### src/rtl/seq_det_pkg.sv
// Shared types and constants for the serial pattern-detect controller.
// Contents: FSM state encoding, datapath widths, default pattern, fill helper.
package seq_det_pkg;

    localparam int unsigned PAT_W  = 4;
    localparam int unsigned BYTE_W = 8;
    localparam int unsigned IDX_W  = 3;
    localparam int unsigned FILL_W = 3;
    localparam int unsigned RES_W  = 4;

    localparam logic [PAT_W-1:0] DEFAULT_PATTERN = 4'b0101;

    typedef enum logic [1:0] {
        IDLE   = 2'd0,
        SHIFT  = 2'd1,
        REPORT = 2'd2
    } state_e;

    // Fill level saturates once the history holds a full pattern's worth of bits.
    function automatic logic [FILL_W-1:0] fill_inc(input logic [FILL_W-1:0] fill);
        return (fill >= FILL_W'(PAT_W)) ? fill : fill + FILL_W'(1);
    endfunction

endpackage

### src/rtl/seq_det_prog.sv
// Programmable overlapping 4-bit pattern detector with stream-continuous history.
// Ports:
//   clk_i, rst_i      clock, synchronous active-high reset
//   clear_i           zero history and fill (pattern kept)
//   load_i, pat_i     load a new pattern; also restarts the history
//   bit_valid_i/bit_i one serial bit to append to the history
//   match_c_o         combinational: this bit completes a match
module seq_det_prog
    import seq_det_pkg::*;
#(
    parameter logic [PAT_W-1:0] PATTERN = DEFAULT_PATTERN
) (
    input  logic             clk_i,
    input  logic             rst_i,
    input  logic             clear_i,
    input  logic             load_i,
    input  logic [PAT_W-1:0] pat_i,
    input  logic             bit_valid_i,
    input  logic             bit_i,
    output logic             match_c_o
);

    logic [PAT_W-1:0]  hist_q, hist_d;
    logic [FILL_W-1:0] fill_q, fill_d;
    logic [PAT_W-1:0]  pat_q, pat_d;
    logic [PAT_W-1:0]  hist_upd;

    // Next history/fill/pattern; a match needs the post-shift fill to reach PAT_W.
    always_comb begin
        hist_d    = hist_q;
        fill_d    = fill_q;
        pat_d     = pat_q;
        hist_upd  = {hist_q[PAT_W-2:0], bit_i};
        match_c_o = bit_valid_i && (fill_q >= FILL_W'(PAT_W - 1)) && (hist_upd == pat_q);

        if (load_i) begin
            pat_d  = pat_i;
            hist_d = '0;
            fill_d = '0;
        end else if (bit_valid_i) begin
            hist_d = hist_upd;
            fill_d = fill_inc(fill_q);
        end

        // Clear wins over a same-cycle shift; the match it completes still reports.
        if (clear_i) begin
            hist_d = '0;
            fill_d = '0;
        end
    end

    always_ff @(posedge clk_i) begin
        if (rst_i) begin
            hist_q <= '0;
            fill_q <= '0;
            pat_q  <= PATTERN;
        end else begin
            hist_q <= hist_d;
            fill_q <= fill_d;
            pat_q  <= pat_d;
        end
    end

endmodule

### src/rtl/seq_det_ctrl.sv
// Byte-serialising controller around the programmable pattern detector.
// Accepts a byte, scans it MSB first one bit per cycle, then holds a
// per-byte match count until the consumer takes it.
// Ports:
//   clk, rst                     clock, synchronous active-high reset
//   in_valid/in_data/in_ready    byte input handshake
//   pat_load/pat_data            runtime pattern load (IDLE only)
//   clear                        zero total_count and detector history
//   res_valid/res_count/res_ready per-byte result handshake
//   det_pulse                    one-cycle pulse per match
//   total_count                  saturating running match count
//   busy                         controller not in IDLE
module seq_det_ctrl
    import seq_det_pkg::*;
#(
    parameter logic [PAT_W-1:0] PATTERN = DEFAULT_PATTERN,
    parameter int unsigned      CNT_W   = 8
) (
    input  logic              clk,
    input  logic              rst,
    input  logic              in_valid,
    input  logic [BYTE_W-1:0] in_data,
    output logic              in_ready,
    input  logic              pat_load,
    input  logic [PAT_W-1:0]  pat_data,
    input  logic              clear,
    output logic              res_valid,
    output logic [RES_W-1:0]  res_count,
    input  logic              res_ready,
    output logic              det_pulse,
    output logic [CNT_W-1:0]  total_count,
    output logic              busy
);

    localparam logic [CNT_W-1:0] CNT_MAX = '1;

    state_e            state_q, state_d;
    logic [BYTE_W-1:0] data_q, data_d;
    logic [IDX_W-1:0]  idx_q, idx_d;
    logic [RES_W-1:0]  rcnt_q, rcnt_d;
    logic [CNT_W-1:0]  total_q, total_d;
    logic              in_ready_q, in_ready_d;
    logic              res_valid_q, res_valid_d;
    logic              busy_q, busy_d;
    logic              det_q;

    logic              shift_en_c;
    logic              load_en_c;
    logic              bit_c;
    logic              match_c;

    assign bit_c = data_q[idx_q];

    seq_det_prog #(
        .PATTERN (PATTERN)
    ) u_prog (
        .clk_i       (clk),
        .rst_i       (rst),
        .clear_i     (clear),
        .load_i      (load_en_c),
        .pat_i       (pat_data),
        .bit_valid_i (shift_en_c),
        .bit_i       (bit_c),
        .match_c_o   (match_c)
    );

    // Next-state, datapath and registered-output decode.
    always_comb begin
        state_d    = state_q;
        data_d     = data_q;
        idx_d      = idx_q;
        rcnt_d     = rcnt_q;
        shift_en_c = 1'b0;
        load_en_c  = 1'b0;

        unique case (state_q)
            IDLE: begin
                // Pattern load and byte accept may coincide; the byte sees the new pattern.
                load_en_c = pat_load;
                if (in_valid) begin
                    data_d  = in_data;
                    idx_d   = IDX_W'(BYTE_W - 1);
                    rcnt_d  = '0;
                    state_d = SHIFT;
                end
            end
            SHIFT: begin
                shift_en_c = 1'b1;
                if (match_c) begin
                    rcnt_d = rcnt_q + RES_W'(1);
                end
                if (idx_q == '0) begin
                    state_d = REPORT;
                end else begin
                    idx_d = idx_q - IDX_W'(1);
                end
            end
            REPORT: begin
                if (res_ready) begin
                    state_d = IDLE;
                end
            end
            default: state_d = IDLE;
        endcase

        // Clear beats a same-cycle increment; otherwise saturate at all-ones.
        total_d = total_q;
        if (clear) begin
            total_d = '0;
        end else if (match_c && (total_q != CNT_MAX)) begin
            total_d = total_q + CNT_W'(1);
        end

        in_ready_d  = (state_d == IDLE);
        res_valid_d = (state_d == REPORT);
        busy_d      = (state_d != IDLE);
    end

    always_ff @(posedge clk) begin
        if (rst) begin
            state_q     <= IDLE;
            data_q      <= '0;
            idx_q       <= '0;
            rcnt_q      <= '0;
            total_q     <= '0;
            det_q       <= 1'b0;
            in_ready_q  <= 1'b1;
            res_valid_q <= 1'b0;
            busy_q      <= 1'b0;
        end else begin
            state_q     <= state_d;
            data_q      <= data_d;
            idx_q       <= idx_d;
            rcnt_q      <= rcnt_d;
            total_q     <= total_d;
            det_q       <= match_c;
            in_ready_q  <= in_ready_d;
            res_valid_q <= res_valid_d;
            busy_q      <= busy_d;
        end
    end

    assign in_ready    = in_ready_q;
    assign res_valid   = res_valid_q;
    assign res_count   = rcnt_q;
    assign det_pulse   = det_q;
    assign total_count = total_q;
    assign busy        = busy_q;

endmodule
### config.mk
export PLATFORM = sky130hd
export DESIGN_NAME = seq_det_ctrl
export DESIGN_NICKNAME = d
export VERILOG_FILES = /design/src/rtl/seq_det_pkg.sv /design/src/rtl/seq_det_prog.sv /design/src/rtl/seq_det_ctrl.sv
export SDC_FILE = /design/constraint.sdc
export NUM_CORES = 1
export LEC_CHECK = 0
export CORE_MARGIN = 2
export CORE_UTILIZATION = 61
export CTS_CLUSTER_SIZE = 12
export DETAILED_ROUTE_END_ITERATION = 8
export DONT_BUFFER_PORTS = 1
export PLACE_DENSITY_LB_ADDON = 0.3
export SETUP_SLACK_MARGIN = 0.05
export SLEW_MARGIN = 30
export SYNTH_ARGS = -nofsm -noshare
export SYNTH_HDL_FRONTEND = slang
export SYNTH_SLANG_ARGS = --single-unit
### constraint.sdc
create_clock -name clk -period 2.4 [get_ports clk]
set_input_delay 0.24 -clock clk [delete_from_list [all_inputs] [get_ports clk]]
set_output_delay 0.24 -clock clk [all_outputs]
set_load 0.02 [all_outputs]
======== Word level (Yosys, flattened, before mapping) ========
Index checks and enable logic that the tools add are counted.
storage, ports and cells
  output and inout port bits .............. 16
  register bits after elaboration ......... 39
  input bits .............................. 18
  logic and storage cells ................. 56
operators by class
  add/subtract/negate cells ............... 4
  equality and inequality tests ........... 8
  magnitude comparators ................... 3
  reductions and logical operators ........ 14
  muxes and demuxes ....................... 14
  bitwise operators ....................... 1
operators with widths
  operator                                                    number
  adder 8 x 1 -> 8 bit, second input constant                 1
  2-to-1 mux 4 bit                                            2
  inequality test 8 bit, second input constant                1
  one-hot mux 4 bit (2 select lines)                          1
  2-to-1 mux 2 bit                                            3
  2-to-1 mux 3 bit                                            2
  inequality test 2 bit, second input constant                3
  one-hot mux 2 bit (3 select lines)                          1
  one-hot mux 3 bit (2 select lines)                          1
  AND reduction 3 bit                                         2
  adder 4 x 1 -> 4 bit, second input constant                 1
  equality test 2 bit, second input constant                  2
  equality test 4 bit                                         1
  zero test 2 bit                                             2
  less-than comparator 3 x 4 -> 1 bit, second input constant  1
  AND reduction 2 bit                                         2
  nonzero test 2 bit                                          2
  adder 3 x 1 -> 3 bit, second input constant                 1
  binary-select mux 1 bit (select 3 bit)                      1
  >= comparator 3 x 2 -> 1 bit, second input constant         1
  >= comparator 3 bit, second input constant                  1
  logical AND 1 bit                                           3
  zero test 3 bit                                             1
  2-to-1 mux 1 bit                                            3
  5 further kinds                                             5

======== Longest topological paths before layout ========
  depth after elaboration ................. 6
  gate-level depth with buffers ........... 8
  mapped depth without buffers ............ 8

======== Modules after synthesis ========
Synthesis repeated with hierarchy kept, for this count alone.
unflattened totals
  cell total of the unflattened synthesis .. 188
  area, all modules ....................... 1,808.0 um^2
modules (own cells, without submodules)
  module        cells an instance  times used  area each (um^2)  seq. area each (um^2)
  seq_det_ctrl  143                1           1,330.0           580.6
  seq_det_prog  45                 1           478.0             200.2

======== Worst setup path after synthesis ========
Ideal clock, no wire load.
  path type ............................... register to register
  start ................................... reg idx_q[0]
  end ..................................... reg total_q[3] (netlist: total_count[3])
  cell stages (with the launch flop) ...... 8
  clock period less this slack ............ 2,190 ps
  path buffers ............................ 1
  setup time .............................. 70 ps
  slack ................................... 210 ps
  data arrival time ....................... 2,120 ps
  required time ........................... 2,330 ps
  cells stage by stage .................... dfxtp_1 -> mux4_1 -> mux2i_4 -> xor2_2 -> nand3_2 -> buf_6 -> or3_1 -> a21oi_1
between the ends
  longest elaborated chain between the ends .. 5
RTL lines
  item                                    line                 text
  start, declared                         seq_det_ctrl.sv:39   logic [IDX_W-1:0] idx_q, idx_d;
  start signal, assigned                  seq_det_ctrl.sv:133  idx_q <= idx_d;
  binary-select mux 1 bit (select 3 bit)  seq_det_ctrl.sv:52   assign bit_c = data_q[idx_q];
  2-to-1 mux 1 bit (implied by the code)  seq_det_ctrl.sv:52
  equality test 4 bit                     seq_det_prog.sv:34   match_c_o = bit_valid_i && (fill_q >= FILL_W'(PAT_W - 1)) && (hist_upd == pat_q);
  logical AND 1 bit                       seq_det_prog.sv:34
  logical AND 1 bit                       seq_det_ctrl.sv:110  end else if (match_c && (total_q != CNT_MAX)) begin
  end signal, assigned                    seq_det_ctrl.sv:135  total_q <= total_d;
  end, declared                           seq_det_ctrl.sv:41   logic [CNT_W-1:0] total_q, total_d;
No other way between the ends. The select of a mux whose other input is x is not followed.
A chain may end at the register's enable or synchronous reset.

======== Final worst setup path ========
  start ................................... reg idx_q[0]
  end ..................................... reg rcnt_q[3] (netlist: res_count[3])
between the ends
  longest elaborated chain between the ends .. 6
RTL lines
  item                                    line                 text
  binary-select mux 1 bit (select 3 bit)  seq_det_ctrl.sv:52
  2-to-1 mux 1 bit (implied by the code)  seq_det_ctrl.sv:52
  equality test 4 bit                     seq_det_prog.sv:34
  logical AND 1 bit                       seq_det_prog.sv:34
  inequality test 2 bit (no line)         -
  AND reduction 3 bit (no line)           -
  end signal, assigned                    seq_det_ctrl.sv:134  rcnt_q <= rcnt_d;
  end, declared                           seq_det_ctrl.sv:40   logic [RES_W-1:0] rcnt_q, rcnt_d;
No other way between the ends. The select of a mux whose other input is x is not followed.

==> reports/metrics.cfg <==
[power_and_ir_drop]
finalPower_mw = 1.23
leakagePower_nw = 0.675
power_density_mw_per_mm2 = 663
ir_drop_uv = 538

[finish]
antenna_cells = 0
syn_to_final_growth_pct = 7.30
nFillCells = 233
drive_gt1_frac = 0.103
finalNetCount = 227
post-route-util = 0.680
register_area_um2 = 785
multiInputGateArea_um2 = 896
design_area_mm2 = 0.00186

[timing]
tightest_slew_ns = 0.883
worst_slack_ns = 0.187
rsz0062_at_grt = no
skew_ns = 0.0141
setup_viol = 0
max_freq_ghz = 0.452
period_minus_slack_ns = 2.21
max_slew_margin = 0.409
tns_ns = 0
timing.final.crit_share = 0.922
hold_violations = 0
drv_slew = 0

[worst_setup_path]
required_ns = 2.67
start_kind = register
end_kind = register
worstPathArrival_ns = 2.48
crit_chain = mux4_2, mux2i_4, xor2_2, buf_4, nand2_1, or3_4, a31oi_1
path_max_fanout = 5
cpMaxStageDelayCell = mux4_2
max_stage_delay_ns = 0.54
path_class = reg -> reg

[drt]
num_vias = 1377
drtAntennaViolNets = 0
wire_per_inst_um = 15.0
dr.pass1.iters = 4
dr.first_iter.drc_count = 71
drc = 0
viasPerCell = 5.86
wl_um = 3520

[floorplanning]
num_rows = 19
dieWidth_um = 57.3
fp.dieH_um = 57.3
fp.dieArea_mm2 = 0.00328
io_pins = 34
start_util = 0.633
core_mm2 = 0.00273

[yosys]
syn_area_mm2 = 0.00173
synth_cells = 197
ys_seq_area_frac = 0.451
synth_area_per_cell_um2 = 8.79
synth_seq_cells = 39
yosysWarnings = 0
yosysUniqueCellTypes = 35
synth_nets = 221

[place]
dp_hpwl_um = 2420
post-place-ws_ns = 0.0468
place_area_mm2 = 0.00175
gp_congestion = 0.812
port-buffer-count = 0

[clocking]
htree_levels = 2
clock_latency_ns = 0.35
cts_buffers = 5
clock-root-buffer = clkbuf_4
clockBufferDepth = 2
cts_tree = built
clock-sinks = 39
path_clk_slew_ns = 0.10

[global_routing]
antenna_found_initial = 0
grt_usage = 0.226
grt_overflow = 0
grt_max_degree = 25
grt_pass1_vias = 1270
grt_pass1_wl_um = 5600

[run_status]
status = finished clean

[hold_path]
hold_class = in -> reg

[run]
drv_cap = 0

sequential cells by signal, indices dropped and copies added (netlist names):
| signal | count |
|---|---|
| u_prog.hist_q | 3 |
| det_pulse | 1 |
| idx_q | 3 |
| res_count | 4 |
| data_q | 8 |
| res_valid | 1 |
| busy | 1 |
| state_q | 2 |
| in_ready | 1 |
| u_prog.pat_q | 4 |
| total_count | 8 |
| u_prog.fill_q | 3 |
layout by cell type, fill, tap and decap left out, types with 2 or more instances in the layout:
cell type / synthesis / final
dfxtp_1: 39 / 38
nand2_1: 30 / 30
nor2_1: 26 / 26
a21oi_1: 23 / 23
nand3_1: 6 / 6
ha_1: 6 / 6
inv_1: 5 / 5
clkbuf_4: 0 / 5
nor2b_1: 4 / 4
or3_1: 5 / 4
o21ai_0: 4 / 4
mux2i_1: 4 / 4
dlygate4sd3_1: 0 / 4
buf_4: 0 / 4
a211oi_1: 3 / 3
xor2_1: 3 / 3
xnor2_1: 3 / 3
and2_1: 3 / 3
mux4_2: 0 / 2
nand4_1: 2 / 2
or2_2: 2 / 2
o31ai_1: 2 / 2
or4_1: 2 / 2
a211o_1: 2 / 2
clkbuf_1: 8 / 2
cell type report:
cell class,instances,share of cell area
well taps,31,0.0209
multi-input cells,144,0.482
repair buffers,8,0.0377
clock inverters,1,0.00269
clock buffers,7,0.0242
flip-flops and latches,39,0.422
inverters,5,0.0101
power breakdown:
part	switching [mW]	internal (mW)	leakage (nW)	total (mW)
clock	0.205	0.114	0.0293	0.319
combinational	0.109	0.0864	0.327	0.195
sequential	0.0353	0.683	0.319	0.718
critical path, delay by kind of cell, from the launching register on:
kind / cells / cell delay, ns
xor+xnor: 1 / 0.24
mux: 2 / 0.74
flops: 1 / 0.39
simple gates: 2 / 0.48
buf+inv: 1 / 0.17
compound gates: 1 / 0.12
logic make-up after synthesis:
group / after synthesis / share of synthesized area
adders and majority gates: 6 / 0.0434
and+or+nand+nor: 86 / 0.236
muxes: 8 / 0.0730
AOI/OAI and AO/OA: 37 / 0.123
buffers and inverters: 14 / 0.0347
xor gates and xnor gates: 7 / 0.0397
DFF: 39 / 0.451
final timing paths:
| kind | startpoint | end | slack, ns | cells past startpoint |
|---|---|---|---|---|
| hold reg to reg | data_q[0]$_SDFFE_PP0P_ | data_q[0]$_SDFFE_PP0P_ | 0.47 | 2 |
| hold / removal | in_data[4] | data_q[4]$_SDFFE_PP0P_ | 0.02 | 2 |
| setup / recovery | idx_q[0]$_SDFFE_PP0P_ | res_count[3]$_SDFFE_PP0P_ | 0.19 | 7 |
| setup reg to reg | idx_q[0]$_SDFFE_PP0P_ | res_count[3]$_SDFFE_PP0P_ | 0.19 | 7 |
through the flow:
stage / hold WS [ns] / std cells
global route: 0.00852 / 235
CTS: 0.00336 / 231
finish: 0.0190 / 235
detailed placement: 0.314 / 222
floorplan: 0.358 / 197
global placement: 0.312 / 222
repair_timing:
item	CTS	global route
buffers inserted	0	1
pin swaps	0	2
endpoints found under the hold margin	25	3
hold buffers	1	3
setup endpoints to repair	2	3
resized for setup	1	5
per-layer routing:
metal,wire (um),GRT usage
met5,0,0
met3,205,0.0726
met4,97,0.130
met2,1800,0.383
met1,1420,0.248
cells in the mapped netlist (all sizes together):
cell | n | share of area
a31oi | 1 | 0.0036
or3 | 5 | 0.018
o21ai | 4 | 0.012
and2 | 3 | 0.011
buf | 1 | 0.0065
nand4b | 1 | 0.0051
xnor2 | 3 | 0.015
dfxtp | 39 | 0.45
mux2 | 1 | 0.0065
o211ai | 1 | 0.0043
o31ai | 2 | 0.0087
or4 | 2 | 0.0087
a21oi | 23 | 0.066
a221oi | 1 | 0.0051
clkbuf | 8 | 0.017
ha | 6 | 0.043
nand2b | 1 | 0.0036
nand3 | 7 | 0.023
nor2b | 4 | 0.014
inv | 5 | 0.011
nand4 | 2 | 0.0072
or2 | 3 | 0.011
mux4 | 2 | 0.030
xor2 | 4 | 0.025
nor3 | 2 | 0.012
mux2i | 5 | 0.036
nor2 | 26 | 0.056
a211oi | 3 | 0.013
a211o | 2 | 0.010
nand2 | 30 | 0.065
(Power assumes the default switching activity.)
